==> src/rtl/bus_fifo_bank.sv <==
// Multi-channel FIFO bank: per channel, an agent-to-bus TX FIFO and a bus-to-agent RX FIFO,
// with occupancy, saturating drop counters and sticky underflow status.
module bus_fifo_bank #(
  parameter int unsigned drvrs    = 4,
  parameter int unsigned pckg_sz  = 16,
  parameter int unsigned depth    = 8,
  parameter int unsigned ovf_mode = 0,
  localparam int unsigned cw      = $clog2(depth) + 1
) (
  input  logic                       clk,
  input  logic                       rst,
  input  logic [drvrs-1:0]           wr_en,
  input  logic [drvrs*pckg_sz-1:0]   wr_data,
  output logic [drvrs-1:0]           tx_full,
  output logic [drvrs-1:0]           pndng,
  input  logic [drvrs-1:0]           pop,
  output logic [drvrs*pckg_sz-1:0]   D_pop,
  input  logic [drvrs-1:0]           push,
  input  logic [drvrs*pckg_sz-1:0]   D_push,
  output logic [drvrs-1:0]           rx_valid,
  input  logic [drvrs-1:0]           rd_en,
  output logic [drvrs*pckg_sz-1:0]   rd_data,
  output logic [drvrs*cw-1:0]        tx_cnt,
  output logic [drvrs*cw-1:0]        rx_cnt,
  output logic [drvrs*8-1:0]         drop_cnt,
  output logic [drvrs-1:0]           underflow
);

  localparam int unsigned nf = 2 * drvrs;
  localparam int unsigned pw = $clog2(depth);

  // FIFO k < drvrs is TX of channel k; FIFO drvrs+c is RX of channel c.
  logic [nf-1:0]         f_wr, f_rd, f_ovf, f_under;
  logic [nf*pckg_sz-1:0] f_wdata, f_head;
  logic [nf*cw-1:0]      f_cnt;

  assign f_wr    = {push, wr_en};
  assign f_rd    = {rd_en, pop};
  assign f_wdata = {D_push, wr_data};

  for (genvar k = 0; k < nf; k++) begin : g_fifo
    logic [pckg_sz-1:0] mem [depth];
    logic [pw-1:0]      wptr_q, wptr_d, rptr_q, rptr_d;
    logic [cw-1:0]      cnt_q, cnt_d;
    logic               wr, rd, full, empty;
    logic               rd_ok, wr_ok, ovf, ovw, mem_we;
    logic [pckg_sz-1:0] wdata;

    assign wr    = f_wr[k];
    assign rd    = f_rd[k];
    assign wdata = f_wdata[k*pckg_sz +: pckg_sz];
    assign full  = (cnt_q == cw'(depth));
    assign empty = (cnt_q == '0);

    // A read on a full FIFO frees the slot the concurrent write needs.
    assign rd_ok  = rd & ~empty;
    assign wr_ok  = wr & (~full | rd_ok);
    assign ovf    = wr & full & ~rd;
    assign ovw    = ovf & (ovf_mode != 0);
    assign mem_we = wr_ok | ovw;

    always_comb begin
      wptr_d = wptr_q;
      rptr_d = rptr_q;
      cnt_d  = cnt_q;
      if (mem_we) begin
        wptr_d = wptr_q + 1'b1;
      end
      // When full the head slot equals the write slot, so overwrite drops the oldest entry.
      if (rd_ok | ovw) begin
        rptr_d = rptr_q + 1'b1;
      end
      if (wr_ok & ~rd_ok) begin
        cnt_d = cnt_q + 1'b1;
      end else if (rd_ok & ~wr_ok) begin
        cnt_d = cnt_q - 1'b1;
      end
    end

    always_ff @(posedge clk or negedge rst) begin
      if (!rst) begin
        wptr_q <= '0;
        rptr_q <= '0;
        cnt_q  <= '0;
      end else begin
        wptr_q <= wptr_d;
        rptr_q <= rptr_d;
        cnt_q  <= cnt_d;
      end
    end

    always_ff @(posedge clk) begin
      if (mem_we) begin
        mem[wptr_q] <= wdata;
      end
    end

    assign f_head[k*pckg_sz +: pckg_sz] = empty ? '0 : mem[rptr_q];
    assign f_cnt[k*cw +: cw]            = cnt_q;
    assign f_ovf[k]                     = ovf;
    assign f_under[k]                   = rd & empty;
  end

  for (genvar c = 0; c < drvrs; c++) begin : g_chan
    logic [7:0] drop_q, drop_d;
    logic [8:0] drop_sum;
    logic       under_q;
    logic [cw-1:0] tcnt, rcnt;

    assign tcnt = f_cnt[c*cw +: cw];
    assign rcnt = f_cnt[(drvrs+c)*cw +: cw];

    always_comb begin
      drop_sum = {1'b0, drop_q} + {8'd0, f_ovf[c]} + {8'd0, f_ovf[drvrs+c]};
      drop_d   = drop_sum[8] ? 8'hFF : drop_sum[7:0];
    end

    always_ff @(posedge clk or negedge rst) begin
      if (!rst) begin
        drop_q  <= '0;
        under_q <= 1'b0;
      end else begin
        drop_q  <= drop_d;
        under_q <= under_q | f_under[c] | f_under[drvrs+c];
      end
    end

    assign drop_cnt[c*8 +: 8] = drop_q;
    assign underflow[c]       = under_q;
    assign tx_full[c]         = (tcnt == cw'(depth));
    assign pndng[c]           = (tcnt != '0);
    assign rx_valid[c]        = (rcnt != '0);
  end

  assign D_pop   = f_head[drvrs*pckg_sz-1:0];
  assign rd_data = f_head[nf*pckg_sz-1:drvrs*pckg_sz];
  assign tx_cnt  = f_cnt[drvrs*cw-1:0];
  assign rx_cnt  = f_cnt[nf*cw-1:drvrs*cw];

endmodule

==> config.mk <==
export PLATFORM = sky130hd
export DESIGN_NAME = bus_fifo_bank
export DESIGN_NICKNAME = d
export VERILOG_FILES = /design/src/rtl/bus_fifo_bank.sv
export SDC_FILE = /design/constraint.sdc
export NUM_CORES = 1
export LEC_CHECK = 0
export ABC_CLOCK_PERIOD_IN_PS = 3900
export BUFFER_PORTS_ARGS = -buffer_cell sky130_fd_sc_hd__buf_2
export CAP_MARGIN = 20
export CORE_MARGIN = 2
export CORE_UTILIZATION = 50
export DETAILED_ROUTE_END_ITERATION = 12
export GPL_TIMING_DRIVEN = 0
export PLACE_DENSITY = 0.68
export SLEW_MARGIN = 10
export SYNTH_ARGS = -nofsm -noshare
export SYNTH_HDL_FRONTEND = slang
export SYNTH_SLANG_ARGS = --single-unit
==> constraint.sdc <==
create_clock -name clk -period 3.9 [get_ports clk]
set_clock_uncertainty 0.05 [all_clocks]
set_input_delay 0.195 -clock clk [delete_from_list [all_inputs] [get_ports clk]]
set_output_delay 0.195 -clock clk [all_outputs]
set_load 0.05 [all_outputs]
==> impl_metrics.ini, run 1 <==
[synthesis]
yosys_most_used_dff = edfxtp_1
synthCells = 2201
synth.area.top_cells = edfxtp_1, mux4_2, dfrtp_1
syn_area_um2 = 45200
ys_warn_count = 0
seq_area_frac_synth_pct = 74.5
synth_top_cell_area_share_pct = 68.0
synth-seq-cells = 1140
yosysTopAreaCell = edfxtp_1
yosys-top-cells-count = edfxtp_1, mux4_2, a22o_1
postSynth.asyncResetShare_pct = 10.2
synth.most_common_cell = edfxtp_1
synth.distinct_cells = 51
synth-edff-count = 1024
syn_nets = 2403
postSynthAreaPerCell_um2 = 20.5

[critical_path]
setup.worst_path.start_class = register
crit_arrival_ns = 3.45
endpoint_kind = primary output
r2r_setup_slack_ns = 0.44
crit_type = register to primary output
crit_required_ns = 3.65
crit_path_max_fanout = 10

[place]
routabilityCongestion = 0.808
hpwl_um = 70600
place_ws_ns = 0.369
portBuffers = 349

[job]
maxCapViolCount = 0

[global_routing]
grt.overflow.total = 0
grt_use_met3_pct = 3.87
grt_usage_pct = 22.1
antenna_found_initial = 0
grt_max_degree = 64
gr-usage-met1_pct = 28.9
grt-busiest-layer = met2
use_met2_pct = 38.1
grt_pass1_vias = 25800
grt_pass1_wl_um = 155000

[power]
irDropWorstVdd_uv = 768
p_switching_uw = 18300
powerDensity_nw_per_um2 = 847
combPwrFrac_pct = 41.4
pwr-share-seq_pct = 35.8
power_frac_clock_pct = 22.8
intPower_uw = 28200
p_leak_uw = 0.0192
p_sw_share_pct = 39.3

[sta]
holdWs_ns = 0.129
timing.final.crit_share_pct = 94.8
worst_slack_ns = 0.204
layout_min_cycle_time_ns = 3.70
worstMarginPinSlew_ns = 1.11
maxSlewHeadroom_pct = 25.5
slew_viol_final = 0
rsz0062_at_grt = no
hold_viol_final = 0
clock.fmax_mhz = 271
setup_violations = 0

[route]
ant_nets = 0
wl_per_cell_um = 24.3
vias_per_cell = 5.79
drc_errors = 0
drt_wl_total_um = 102000
drt-initial-drc-count = 2172
dr.pass1.iters = 7
num_vias = 24200

[floorplanning]
core_um2 = 89700
std_cell_rows = 110
io_pins = 354
die_width_um = 305
die_y_um = 305
dieArea_um2 = 92800
start_util_pct = 50.4

[cts]
cts_tree = built
cts_made_buffers = 113
clk_latency_ns = 0.69
clock-sinks = 1140
clock_path_buffers = 3
htreeDepth = 3
clk_pin_slew_ns = 0.06
clockRootBuffer = clkbuf_16

[layout]
n_fill_cell = 6314
drive_gt1_share_pct = 34.3
regArea_um2 = 33700
final_nets = 3115
multi_input_area_um2 = 11100
insertedDiodeCount = 0
syn_to_final_growth_pct = 21.4
final_core_util_pct = 61.1

[outcome]
status = finished, final reports clean

[worst_hold_path]
hold_path_class = input pin to register
[state kept, by name (all words and copies together), names as in the netlist]
signal,flops
g_fifo.mem,1024
g_chan.drop_q,32
g_fifo.rptr_q,24
g_fifo.wptr_q,24
g_chan.rcnt,16
g_chan.tcnt,16
g_chan.under_q,4
[per-stage QoR]
step	setup TNS [ns]	cell area, µm²	std cells	total power (µW)
after floorplan	0	45200	2201	30500
after global placement	-88.82	48400	3726	35100
after detailed placement	0	49700	3824	36100
after CTS	0	54900	4189	46900
after global routing	0	54900	4189	48400
final	0	54900	4189	46500
[path summary, 6_finish.rpt]
check                                                  endpoint                       startpoint  cells after the start
worst min register to register  g_fifo[6].rptr_q[2]$_DFFE_PN0P_  g_fifo[6].rptr_q[2]$_DFFE_PN0P_                      1
worst min-delay path            g_fifo[3].rptr_q[2]$_DFFE_PN0P_                           pop[3]                      3
min in group asynchronous         g_chan[2].rcnt[0]$_DFFE_PN0P_                              rst                      4
worst max register to register    g_chan[2].tcnt[3]$_DFFE_PN0P_    g_chan[2].tcnt[0]$_DFFE_PN0P_                      9
worst max-delay path                                  D_pop[41]    g_chan[2].tcnt[0]$_DFFE_PN0P_                      5
max in group asynchronous         g_chan[0].tcnt[3]$_DFFE_PN0P_                              rst                      4
[kinds of logic after synthesis]
kind of cell | share of synthesized area [%]
flops | 74.5
simple gates | 3.37
xor+xnor | 1.03
buf+inv | 1.59
fa+ha+maj | 1.75
compound gates | 4.12
mux | 13.7
[repair_timing]
action / 4_1_cts / 5_1_grt
resized for setup: 1 / 0
hold endpoints to repair: 1231 / 0
hold buffers: 150 / 0
endpoints found under the setup margin: 10 / 0
setup buffers: 0 / 0
[final cells by class]
class | count | share of cell area (%)
flip-flops and latches | 1140 | 61.3
multi-input cells | 910 | 20.2
repair buffers | 597 | 7.80
clock buffers | 152 | 5.57
well taps | 1176 | 2.68
plain buffers | 114 | 1.06
clock inverters | 63 | 1.06
inverters | 37 | 0.253
[cell usage in the layout (no fill, tap or decap), drive strengths merged, types with 3 or more instances in the layout]
master          n
xnor2          52
clkinv         49
mux2i           9
o21ai          21
nand3          31
mux2           28
nand2b         25
buf           515
nand3b          9
a221o           4
nor2b           4
clkbuf        199
and4            3
nor2           42
ha             44
dfrtp         116
or3            14
nand4           5
nand2          58
o211ai         32
bufinv          8
dlygate4sd3   149
inv            41
nor3           40
a31oi           8
and3            4
nor4           16
a21oi          24
mux4          256
fa             12
or4             8
or4b            4
a2111o          8
edfxtp       1024
and2           11
a22o          128
[per-layer routing]
layer / up-vias / wire length [µm]
li1: 10600 / -
met1: 12700 / 40600
met2: 806 / 52600
met3: 176 / 5810
met4: 0 / 2780
met5: - / 0
[power groups by stage]
stage	registers (µW)	logic [µW]	clock network, µW
floorplan	17400	13100	0
detailed placement	16900	19300	0
global placement	16700	18400	0
CTS	16600	19500	10800
global route	16800	20300	11300
finish	16600	19300	10600
[worst max-delay path, cell delays in order (launching register included)]
cell and delay, ns:
dfrtp_1 0.48, nor4_2 0.97, nor2_1 0.37, clkbuf_1 0.39
a22o_1 0.32, buf_2 0.22
Power figures use the tool's default switching activity.
==> run 2: changes to the inputs <==
Settings changed: CTS_BUF_LIST set to sky130_fd_sc_hd__clkbuf_8 sky130_fd_sc_hd__clkbuf_16.
==> run 2 against run 1 <==
  * Count of clock-buffer cells in the layout down 32
  * Non-clock buffer count unchanged
  * Die area unchanged
  * Largest cell class unchanged
  * Critical path type unchanged
  * Critical endpoint unchanged
  * Worst setup slack worse by 0.0012 ns
==> impl_metrics.ini, run 2 (same netlist as run 1, synthesis figures left out) <==
[layout]
regMostFlops = g_fifo.mem
top_regs = g_fifo.mem x1024, g_chan.drop_q x32
insertedDiodeCount = 0
final_common_cell = edfxtp_1
largest_reg_flops = 1024
n_fill_cell = 6314
syn_to_final_growth_pct = 21.4
most-common-layout-cells = edfxtp_1, buf_2, mux4_2, dlygate4sd3_1, a22o_1
drive_gt1_share_pct = 34.3
final_nets = 3115
final_core_util_pct = 61.1
final_cells = 4189

[cts]
clk_latency_ns = 0.69
clock_path_buffers = 3
clock-sinks = 1140
clk_pin_slew_ns = 0.06
htreeDepth = 3
cts_tree = built
cts_setup_buffers = 0
clockRootBuffer = clkbuf_16
cts_made_buffers = 113

[place]
hpwl_um = 70600
place_inst = 3824
place_ws_ns = 0.369
routabilityCongestion = 0.808
portBuffers = 349

[power]
p_total_uw = 46400
p_leak_uw = 0.0193
p_switching_uw = 18300
intPower_uw = 28100
irDropWorstVdd_uv = 769
p_sw_share_pct = 39.4
pwr-share-seq_pct = 35.8
combPwrFrac_pct = 41.5
power_frac_clock_pct = 22.6
powerDensity_nw_per_um2 = 846

[sta]
timing.final.crit_share_pct = 94.8
clock.fmax_mhz = 270
worstMarginPinSlew_ns = 1.11
worst_slack_ns = 0.203
slew_viol_final = 0
setup_violations = 0
layout_min_cycle_time_ns = 3.70
hold_viol_final = 0
rsz0062_at_grt = no
maxSlewHeadroom_pct = 25.7

[critical_path]
max_stage_delay_ns = 0.97
crit_family = simple AND/OR/NAND/NOR gates
crit_type = register to primary output
crit_arrival_ns = 3.45
setup.worst_path.start_class = register
crit_required_ns = 3.65
path_buf_inv = 2
slowest_stage = nor4_2
endpoint_kind = primary output
path_cells = nor4_2 -> nor2_1 -> clkbuf_1 -> a22o_1 -> buf_2
crit_path_max_fanout = 10

[floorplanning]
core_um2 = 89700
dieArea_um2 = 92800
die_y_um = 305
start_util_pct = 50.4
io_pins = 354
std_cell_rows = 110
die_width_um = 305

[global_routing]
grt_pass1_wl_um = 155000
grt_max_degree = 64
grt_pass1_vias = 25800
grt_usage_pct = 22.1
grt.overflow.total = 0
antenna_found_initial = 0

[route]
drc_errors = 0
num_vias = 24300
vias_per_cell = 5.79
dr.pass1.iters = 7
drt_wl_total_um = 102000
wl_per_cell_um = 24.3
drt-initial-drc-count = 2154
ant_nets = 0

[outcome]
status = finished, final reports clean

[worst_hold_path]
hold_path_class = input pin to register

[job]
maxCapViolCount = 0
-- run 2: cell types whose count changed in the layout (fill, tap and decap cells not counted) --
cell and change:
clkbuf_1 -32, inv_1 +32
-- run 2: worst paths after layout --
check / start / to / slack (ns) / depth (start not counted)
worst max-delay path: g_chan[2].tcnt[0]$_DFFE_PN0P_ / D_pop[41] / 0.20 / 5
worst min-delay path: pop[3] / g_fifo[3].rptr_q[2]$_DFFE_PN0P_ / 0.12 / 3
worst max register to register: g_chan[2].tcnt[0]$_DFFE_PN0P_ / g_chan[2].tcnt[3]$_DFFE_PN0P_ / 0.44 / 9
worst min register to register: g_fifo[5].rptr_q[2]$_DFFE_PN0P_ / g_fifo[5].rptr_q[2]$_DFFE_PN0P_ / 0.45 / 1
max in group asynchronous: rst / g_chan[0].tcnt[3]$_DFFE_PN0P_ / 2.85 / 4
min in group asynchronous: rst / g_chan[2].rcnt[0]$_DFFE_PN0P_ / 0.53 / 4
-- run 2: timing repair --
item / in CTS / in global routing
endpoints found under the hold margin: 1231 / 0
resized for setup: 1 / 0
endpoints found under the setup margin: 10 / 0
hold buffers: 150 / 0
-- run 2: stage by stage --
| step | cell area (µm²) | TNS [ns] | hold WS (ns) |
|---|---|---|---|
| 2_1_floorplan | 45200 | 0 | -0.151 |
| 3_3_place_gp | 48400 | -88.82 | 0.398 |
| 3_5_place_dp | 49700 | 0 | 0.140 |
| 4_1_cts | 54900 | 0 | 0.0610 |
| 5_1_grt | 54900 | 0 | 0.131 |
| 6_report | 54900 | 0 | 0.124 |
-- run 2: cell type report --
type / instances / area (µm²) / area share (%)
Timing Repair Buffer: 597 / 4280 / 7.80
Multi-Input combinational cell: 910 / 11100 / 20.2
Clock inverter: 95 / 701 / 1.28
Buffer: 114 / 582 / 1.06
Inverter: 37 / 139 / 0.253
Sequential cell: 1140 / 33700 / 61.3
Clock buffer: 120 / 2940 / 5.35
Tap cell: 1176 / 1470 / 2.68
-- run 2: metal layers --
layer / vias up / part of all wire [%] / track usage [%]
met5: - / 0 / 0
met4: 0 / 2.7 / 6.73
met3: 180 / 5.7 / 3.82
met2: 823 / 52 / 38.1
met1: 12700 / 40 / 28.9
li1: 10600 / - / -
-- run 2: worst reg2reg max path: stages (launching register included) --
cell,delay [ns]
dfrtp_1,0.48
nor4_2,0.97
inv_2,0.12
nand2_1,0.21
ha_1,0.27
inv_1,0.13
ha_1,0.36
or4_1,0.54
o211ai_1,0.11
o211ai_1,0.10
-- run 2: power by group through the flow --
stage          combinational, µW  sequential [µW]  clock, µW
2_1_floorplan              13100            17400          0
3_3_place_gp               18400            16700          0
3_5_place_dp               19300            16900          0
4_1_cts                    19500            16600      10700
5_1_grt                    20300            16800      11200
6_report                   19300            16600      10500
==> run 3: changes to the inputs <==
Settings changed: CORE_ASPECT_RATIO set to 1.2.
==> run 3 against run 2 <==
  * Worst hold slack better by 0.14 ns
  * Sequential power about the same
  * Register-to-register slack about the same
  * Sequential cell count unchanged
  * Power up 0.74%
  * Critical endpoint is now D_pop[36]
==> impl_metrics.ini, run 3 (same netlist as run 1, synthesis figures left out) <==
[layout]
regArea_um2 = 33700
regMostFlops = g_fifo.mem
syn_to_final_growth_pct = 21.7
largest_reg_flops = 1024
final_cells = 4174
final_common_cell = edfxtp_1
drive_gt1_share_pct = 34.9
final_nets = 3119
most-common-layout-cells = edfxtp_1, buf_2, mux4_2, dlygate4sd3_1, a22o_1
design_area_um2 = 55000
top_regs = g_fifo.mem x1024, g_chan.drop_q x32
n_fill_cell = 6171
multi_input_area_um2 = 11100
final_core_util_pct = 61.6

[place]
place_inst = 3814
hpwl_um = 71700
portBuffers = 349
routabilityCongestion = 0.779
placed_cell_area_um2 = 49800
place_ws_ns = 0.412

[route]
vias_per_cell = 5.81
dr.pass1.iters = 5
wl_met3_um = 6300
drt-met1-wl_um = 41300
met2_length_um = 54000
drt_wl_total_um = 104000
dr.max_layer_used = met5
drt-initial-drc-count = 2179
drc_errors = 0
wl_per_cell_um = 25.0
num_vias = 24300
ant_nets = 0

[power]
irDropWorstVdd_uv = 660
powerDensity_nw_per_um2 = 850
p_leak_uw = 0.0193

[cts]
clockRootBuffer = clkbuf_16
clock_path_buffers = 3
clk_latency_ns = 0.68
ctsHoldBuffers = 151
cts_setup_buffers = 0
clock-sinks = 1140
cts_tree = built
cts_made_buffers = 109
clk_pin_slew_ns = 0.06
cts_resized = 0
htreeDepth = 3

[global_routing]
antenna_found_initial = 7
grt_pass1_wl_um = 158000
grt_pass1_vias = 26000
grt_usage_pct = 22.6
grt.overflow.total = 0
grt_max_degree = 69

[critical_path]
crit_path_max_fanout = 10
crit_required_ns = 3.65
setup.worst_path.start_class = register
crit_type = register to primary output
crit_arrival_ns = 3.32
endpoint_kind = primary output
r2r_setup_slack_ns = 0.44

[sta]
worstMarginPinSlew_ns = 0.940
setup_violations = 0
worst_slack_ns = 0.332
maxSlewHeadroom_pct = 36.8
timing.final.crit_share_pct = 91.5
hold_viol_final = 0
rsz0062_at_grt = no
layout_min_cycle_time_ns = 3.57
clock.fmax_mhz = 280
slew_viol_final = 0

[floorplanning]
die_width_um = 278
die_y_um = 333
io_pins = 354
dieArea_um2 = 92800
core_um2 = 89300
std_cell_rows = 120
start_util_pct = 50.6

[worst_hold_path]
hold_path_class = input pin to register

[job]
maxCapViolCount = 0

[outcome]
status = finished, final reports clean
## run 3: area by class of cell
class / count / area share [%]
timing repair buffer: 605 / 8.03
clock inverter: 91 / 1.59
tap: 1159 / 2.64
clock buffer: 112 / 5.05
multi-input combinational: 910 / 20.2
buffer: 114 / 1.06
inverter: 37 / 0.253
antenna: 6 / 0.0273
sequential: 1140 / 61.2
## run 3: final timing paths
kind                                               startpoint                         endpoint  cells after the start
worst min register to register    g_chan[3].under_q$_DFF_PN0_      g_chan[3].under_q$_DFF_PN0_                      1
max in group asynchronous                                 rst  g_fifo[0].rptr_q[2]$_DFFE_PN0P_                      4
worst min-delay path                               D_push[11]   g_fifo[4].mem[6][11]$_DFFE_PP_                      2
worst max-delay path            g_chan[2].tcnt[0]$_DFFE_PN0P_                        D_pop[36]                      5
min in group asynchronous                                 rst    g_chan[1].tcnt[3]$_DFFE_PN0P_                      3
worst max register to register  g_chan[3].rcnt[0]$_DFFE_PN0P_    g_chan[3].rcnt[3]$_DFFE_PN0P_                      9
## run 3: layer usage
metal  GRT usage (%)  vias to the layer above
met5               0                        -
met4            7.04                        2
met3            4.56                      174
met2            39.4                      794
met1            28.5                    12700
li1                -                    10600
## run 3: worst max-delay path: stages, from the launching register on
cell and delay, ns:
dfrtp_1 0.49, nor4_2 0.85, nor2_1 0.35, clkbuf_1 0.38, a22o_1 0.33, buf_2 0.22
## run 3: stage by stage
step	setup TNS (ns)	total power (µW)	hold slack (ns)
after floorplan	0	30500	-0.151
after global placement	-99.44	35200	0.399
after detailed placement	0	36200	0.129
after CTS	0	47100	0.213
after global routing	0	48600	0.244
final	0	46700	0.262
## run 3: power breakdown
group / switching, µW / leakage, µW / internal, µW / total (µW)
Combinational: 12700 / 0.00678 / 6700 / 19400
Clock: 4580 / 0.00184 / 6130 / 10700
Sequential: 1120 / 0.0107 / 15500 / 16600
Total: 18400 / 0.0193 / 28300 / 46700
